**config.mk**
```make
export PLATFORM = sky130hd
export DESIGN_NAME = uart_receiver
export DESIGN_NICKNAME = d
export VERILOG_FILES = /design/src/rtl/uart_receiver.sv
export SDC_FILE = /design/constraint.sdc
export NUM_CORES = 1
export LEC_CHECK = 0
export CAP_MARGIN = 5
export CORE_MARGIN = 5
export CORE_UTILIZATION = 57
export DETAILED_ROUTE_END_ITERATION = 10
export PLACE_DENSITY = 0.8
export SLEW_MARGIN = 10
export SYNTH_ARGS = -nofsm -noshare
export SYNTH_HDL_FRONTEND = slang
export SYNTH_SLANG_ARGS = --single-unit
```
**constraint.sdc**
```tcl
create_clock -name clk -period 2.5 [get_ports clk]
set_clock_uncertainty 0.05 [all_clocks]
set_input_delay 0.5 -clock clk [delete_from_list [all_inputs] [get_ports clk]]
set_output_delay 0.5 -clock clk [all_outputs]
set_load 0.05 [all_outputs]
```
**src/rtl/uart_receiver.sv**
```systemverilog
// uart_receiver
//   Serial-to-parallel UART receive stage. The RX line is synchronised, then
//   oversampled: a low level in IDLE is treated as a start edge, confirmed at
//   mid start bit, and 5..9 data bits (LSB first), an optional even parity bit
//   and one or two stop bits are sampled at mid bit. The received word is
//   presented with a one-clk rx_valid pulse.
//
// Ports
//   clk, rst          system clock, synchronous active-high reset
//   sample_tick       one-clk pulse at OVERSAMPLE x baud
//   rx_enable         0 aborts any frame and holds IDLE
//   data_bits_cfg     data bit count 5..9 (other values: receiver stays idle)
//   parity_en         an even parity bit follows the data
//   stop_bits_cfg     2'b10 = two stop bits, anything else = one
//   RX                asynchronous serial input, idles high
//   rx_data           received word, zero-extended to 9 bits
//   rx_valid          one-clk pulse when rx_data and error flags update
//   parity_error      parity mismatch on the last frame
//   framing_error     a stop bit was sampled low on the last frame
//   busy              high whenever the receiver is not IDLE
`timescale 1ns/1ps

module uart_receiver #(
    parameter int OVERSAMPLE  = 16,
    parameter int SYNC_STAGES = 2
) (
    input  logic       clk,
    input  logic       rst,
    input  logic       sample_tick,
    input  logic       rx_enable,
    input  logic [3:0] data_bits_cfg,
    input  logic       parity_en,
    input  logic [1:0] stop_bits_cfg,
    input  logic       RX,
    output logic [8:0] rx_data,
    output logic       rx_valid,
    output logic       parity_error,
    output logic       framing_error,
    output logic       busy
);

    localparam int TW = $clog2(OVERSAMPLE);
    localparam logic [TW-1:0] MID_TICK = TW'(OVERSAMPLE / 2 - 1);
    localparam logic [TW-1:0] END_TICK = TW'(OVERSAMPLE - 1);

    typedef enum logic [4:0] {
        S_IDLE   = 5'b00001,
        S_START  = 5'b00010,
        S_DATA   = 5'b00100,
        S_PARITY = 5'b01000,
        S_STOP   = 5'b10000
    } state_t;

    state_t                 state_q;
    logic [SYNC_STAGES-1:0] sync_q;
    logic [TW-1:0]          tick_q;
    logic [3:0]             bit_cnt_q;
    logic                   stop_cnt_q;
    logic [3:0]             nbits_q;
    logic                   par_en_q;
    logic                   two_stop_q;
    logic [8:0]             shift_q;
    logic [8:0]             shift_d;
    logic                   perr_q;
    logic                   ferr_q;
    logic                   armed_q;
    logic [8:0]             rx_data_q;
    logic                   rx_valid_q;
    logic                   perr_out_q;
    logic                   ferr_out_q;

    logic rx_s;
    logic cfg_ok;

    assign rx_s   = sync_q[SYNC_STAGES-1];
    assign cfg_ok = (data_bits_cfg >= 4'd5) && (data_bits_cfg <= 4'd9);

    // Shift register with the current rx_s written into the slot for this bit.
    always_comb begin
        shift_d            = shift_q;
        shift_d[bit_cnt_q] = rx_s;
    end

    always_ff @(posedge clk) begin
        if (rst) begin
            sync_q <= '1;
        end else begin
            sync_q <= {sync_q[SYNC_STAGES-2:0], RX};
        end
    end

    always_ff @(posedge clk) begin
        if (rst) begin
            state_q    <= S_IDLE;
            tick_q     <= '0;
            bit_cnt_q  <= '0;
            stop_cnt_q <= 1'b0;
            nbits_q    <= '0;
            par_en_q   <= 1'b0;
            two_stop_q <= 1'b0;
            shift_q    <= '0;
            perr_q     <= 1'b0;
            ferr_q     <= 1'b0;
            armed_q    <= 1'b1;
            rx_data_q  <= '0;
            rx_valid_q <= 1'b0;
            perr_out_q <= 1'b0;
            ferr_out_q <= 1'b0;
        end else begin
            rx_valid_q <= 1'b0;
            if (!rx_enable) begin
                state_q <= S_IDLE;
            end else if (sample_tick) begin
                case (state_q)
                    S_IDLE: begin
                        // armed_q blocks a restart while the line is still low
                        // after a frame that ended on a low stop sample (break).
                        if (rx_s) begin
                            armed_q <= 1'b1;
                        end else if (armed_q && cfg_ok) begin
                            nbits_q    <= data_bits_cfg;
                            par_en_q   <= parity_en;
                            two_stop_q <= (stop_bits_cfg == 2'b10);
                            tick_q     <= '0;
                            state_q    <= S_START;
                        end
                    end
                    S_START: begin
                        if (tick_q == MID_TICK) begin
                            tick_q <= '0;
                            if (!rx_s) begin
                                bit_cnt_q <= '0;
                                shift_q   <= '0;
                                perr_q    <= 1'b0;
                                ferr_q    <= 1'b0;
                                state_q   <= S_DATA;
                            end else begin
                                state_q <= S_IDLE;
                            end
                        end else begin
                            tick_q <= tick_q + 1'b1;
                        end
                    end
                    S_DATA: begin
                        if (tick_q == END_TICK) begin
                            tick_q    <= '0;
                            shift_q   <= shift_d;
                            bit_cnt_q <= bit_cnt_q + 1'b1;
                            if (bit_cnt_q == nbits_q - 4'd1) begin
                                stop_cnt_q <= 1'b0;
                                state_q    <= par_en_q ? S_PARITY : S_STOP;
                            end
                        end else begin
                            tick_q <= tick_q + 1'b1;
                        end
                    end
                    S_PARITY: begin
                        if (tick_q == END_TICK) begin
                            tick_q  <= '0;
                            // unused shift bits are zero, so ^shift_q is the data parity
                            perr_q  <= rx_s ^ (^shift_q);
                            state_q <= S_STOP;
                        end else begin
                            tick_q <= tick_q + 1'b1;
                        end
                    end
                    S_STOP: begin
                        if (tick_q == END_TICK) begin
                            tick_q <= '0;
                            if (stop_cnt_q == two_stop_q) begin
                                rx_data_q  <= shift_q;
                                perr_out_q <= perr_q;
                                ferr_out_q <= ferr_q | ~rx_s;
                                rx_valid_q <= 1'b1;
                                armed_q    <= rx_s;
                                state_q    <= S_IDLE;
                            end else begin
                                ferr_q     <= ferr_q | ~rx_s;
                                stop_cnt_q <= 1'b1;
                            end
                        end else begin
                            tick_q <= tick_q + 1'b1;
                        end
                    end
                    default: state_q <= S_IDLE;
                endcase
            end
        end
    end

    assign rx_data       = rx_data_q;
    assign rx_valid      = rx_valid_q;
    assign parity_error  = perr_out_q;
    assign framing_error = ferr_out_q;
    assign busy          = (state_q != S_IDLE);

endmodule
```
==> impl_metrics.ini <==
[outcome]
outcome = complete, no violations

[power]
total_power_mw = 1.40
cellPowerDensity_nw_per_um2 = 462
p_leak_nw = 1.08
ir_drop_mv = 0.431

[critical_path]
arrival_ns = 2.36
worstPathCellList = or3_1 > nor3_1 > a211oi_1 > buf_4 > o311ai_0 > o31ai_1
max_stage_delay_ns = 0.49
cp_slowest_cell = dfxtp_1
worstPathMaxFanout = 13
crit_path_start_kind = flip-flop
critPathKind = reg2reg
crit_required_ns = 2.63
crit_path_end_kind = flip-flop

[run]
cap_violations = 0

[sta]
finalHoldViolCount = 0
timing.final.crit_share_pct = 89.2
fin_crit_ns = 2.23
worstMarginPinSlew_ns = 0.631
tns_ns = 0
setup_ws_ns = 0.271
rsz0062_at_grt = false
whs_ns = 0.376
fmax_mhz = 449
finalSetupViolCount = 0
drv_slew = 0
slew_headroom_pct = 57.7

[synth]
synth-seq-cells = 46
synth_edf_count = 0
synth_area_um2 = 2570
postSynthCellCount = 302
synth_top_cell_area_share_pct = 35.8
avgSynthCellArea_um2 = 8.51
synth_warnings = 0
ys_types = 57
synth_top_cell_by_area = dfxtp_1
synth_compound_area_share_pct = 18.4
synth_mux_area_share_pct = 7.40
synth-seq-area-share_pct = 35.8
synth_top_family_by_area = simple AND/OR/NAND/NOR gates
synthXorXnorAreaFrac_pct = 7.50
synth_common_cells = dfxtp_1 (46), nor2_1 (32), nand3_1 (22)
synth_fa_ha_area_share_pct = 2.92
yosys.area_share.simple_pct = 23.0
synthArstFlopShare_pct = 0
syn_nets = 320
synth_flop_cell = dfxtp_1
yosys-top-cells-area = dfxtp_1 (36%), mux2i_1 (7.4%), xnor2_1 (5.8%)
synth.most_common_cell = dfxtp_1

[routing]
vias = 2361
final_antenna_net_count = 0
wirelength_um = 6450
drtIter0Drc = 229
first_pass_iters = 4
wl_per_cell_um = 16.7
drc = 0
avgViaCountPerCell = 6.10

[clock_network]
cts_max_path_buffers = 2
htreeDepth = 2
cts_sinks = 46
insertion_delay_ns = 0.31
numCtsBuffers = 5
root_buffer = clkbuf_8
postCtsHoldBufs = 0
cts_resized = 0
clkTransAtPathRegs_ns = 0.09
post_cts_buffers = 0
cts_tree = built

[final_layout]
area_growth_syn_to_layout_pct = 18.2
n_antenna_cell = 0
fin_area_um2 = 3040
drive_above_1_share_pct = 10.1
n_fill_cell = 346
final_net_count = 352

[global_route]
antenna_found_initial = 0
first_global_vias = 2229
grt_util_all_layers_pct = 21.9
globalRouteOverflowTotal = 0
grt_max_degree = 29
met3_usage_pct = 4.10
grt_pass1_wl_um = 10800
use_met1_pct = 29.5
use_met2_pct = 35.9
grt-busiest-layer = met2

[place]
placed_area_um2 = 2920
hpwl_um = 4890
gp_congestion = 0.956
io_buffer_count = 24
place_worst_setup_slack_ns = 0.141

[die]
die_area_um2 = 5950
die_h_um = 77.1
die_w_um = 77.1
fp-row-count = 24
core-area_um2 = 4350
ios = 25
start_util_pct = 59.0

[worst_hold_path]
hp-class = reg2reg
[registers in the layout, indices dropped and copies added, names as in the netlist]
name	cells
parity_error	1
two_stop_q	1
ferr_q	1
perr_q	1
rx_valid	1
state_q	5
stop_cnt_q	1
bit_cnt_q	4
rx_data	9
armed_q	1
par_en_q	1
tick_q	4
shift_q	9
sync_q	2
nbits_q	4
framing_error	1
[critical path: cells and delay by family, from the launching register on]
kind	cells	cell delay (ns)
and+or+nand+nor	2	0.81
buffers and inverters	1	0.17
DFF	1	0.49
AOI/OAI and AO/OA	3	0.57
[per-layer routing]
layer / part of all wire (%) / wire length [µm]
met1: 46 / 2970
met2: 47 / 3020
met3: 5.8 / 375
met4: 1.2 / 78
met5: 0 / 0
[kinds of logic after synthesis]
family / Yosys count
XOR/XNOR: 22
flip-flops: 46
AND/OR/NAND/NOR: 111
buffers and inverters: 28
multiplexers: 19
AO/OA/AOI/OAI: 70
adder cells (fa/ha/maj): 6
[stage by stage]
step           std cells  util (%)
4_1_cts              387      69.7
6_report             387      69.7
5_1_grt              387      69.7
2_1_floorplan        302         -
3_5_place_dp         379      67.1
3_3_place_gp         379      67.1
[cell usage in the layout (no fill, tap or decap), drive strengths merged, types with 2 or more instances in the layout]
| cell type | count |
|---|---|
| a211oi | 5 |
| a21oi | 19 |
| a31oi | 2 |
| a41oi | 2 |
| and3 | 3 |
| buf | 15 |
| clkbuf | 5 |
| clkdlybuf4s50 | 23 |
| dfxtp | 46 |
| ha | 6 |
| inv | 16 |
| mux2i | 19 |
| nand2 | 15 |
| nand2b | 3 |
| nand3 | 22 |
| nand4 | 6 |
| nor2 | 33 |
| nor2b | 4 |
| nor3 | 8 |
| nor4 | 2 |
| o2111ai | 3 |
| o211ai | 3 |
| o21ai | 14 |
| o31ai | 6 |
| or2 | 3 |
| or3 | 3 |
| or4 | 3 |
| xnor2 | 17 |
| xor2 | 5 |
[final timing paths]
| kind | from | to | slack (ns) | cells after the start |
|---|---|---|---|---|
| setup reg to reg | state_q[1] | tick_q[0] | 0.27 | 6 |
| setup / recovery | state_q[1] | tick_q[0] | 0.27 | 6 |
| hold / removal | sync_q[0] | sync_q[1] | 0.38 | 1 |
| hold reg to reg | sync_q[0] | sync_q[1] | 0.38 | 1 |
[layout make-up]
| cell class | count | area (µm²) | share of cell area, % |
|---|---|---|---|
| multi-input combinational | 228 | 1530 | 50.2 |
| sequential | 46 | 921 | 30.3 |
| timing repair buffer | 38 | 355 | 11.7 |
| clock buffer | 5 | 68.8 | 2.27 |
| tap | 52 | 65.1 | 2.14 |
| inverter | 15 | 56.3 | 1.85 |
| clock inverter | 3 | 43.8 | 1.44 |
[power by group]
group,switching [mW],internal [mW],total [mW]
clock network,0.274,0.300,0.574
registers,0.00462,0.735,0.739
logic,0.0504,0.0390,0.0894
total,0.329,1.07,1.40
(Power assumes the default switching activity.)
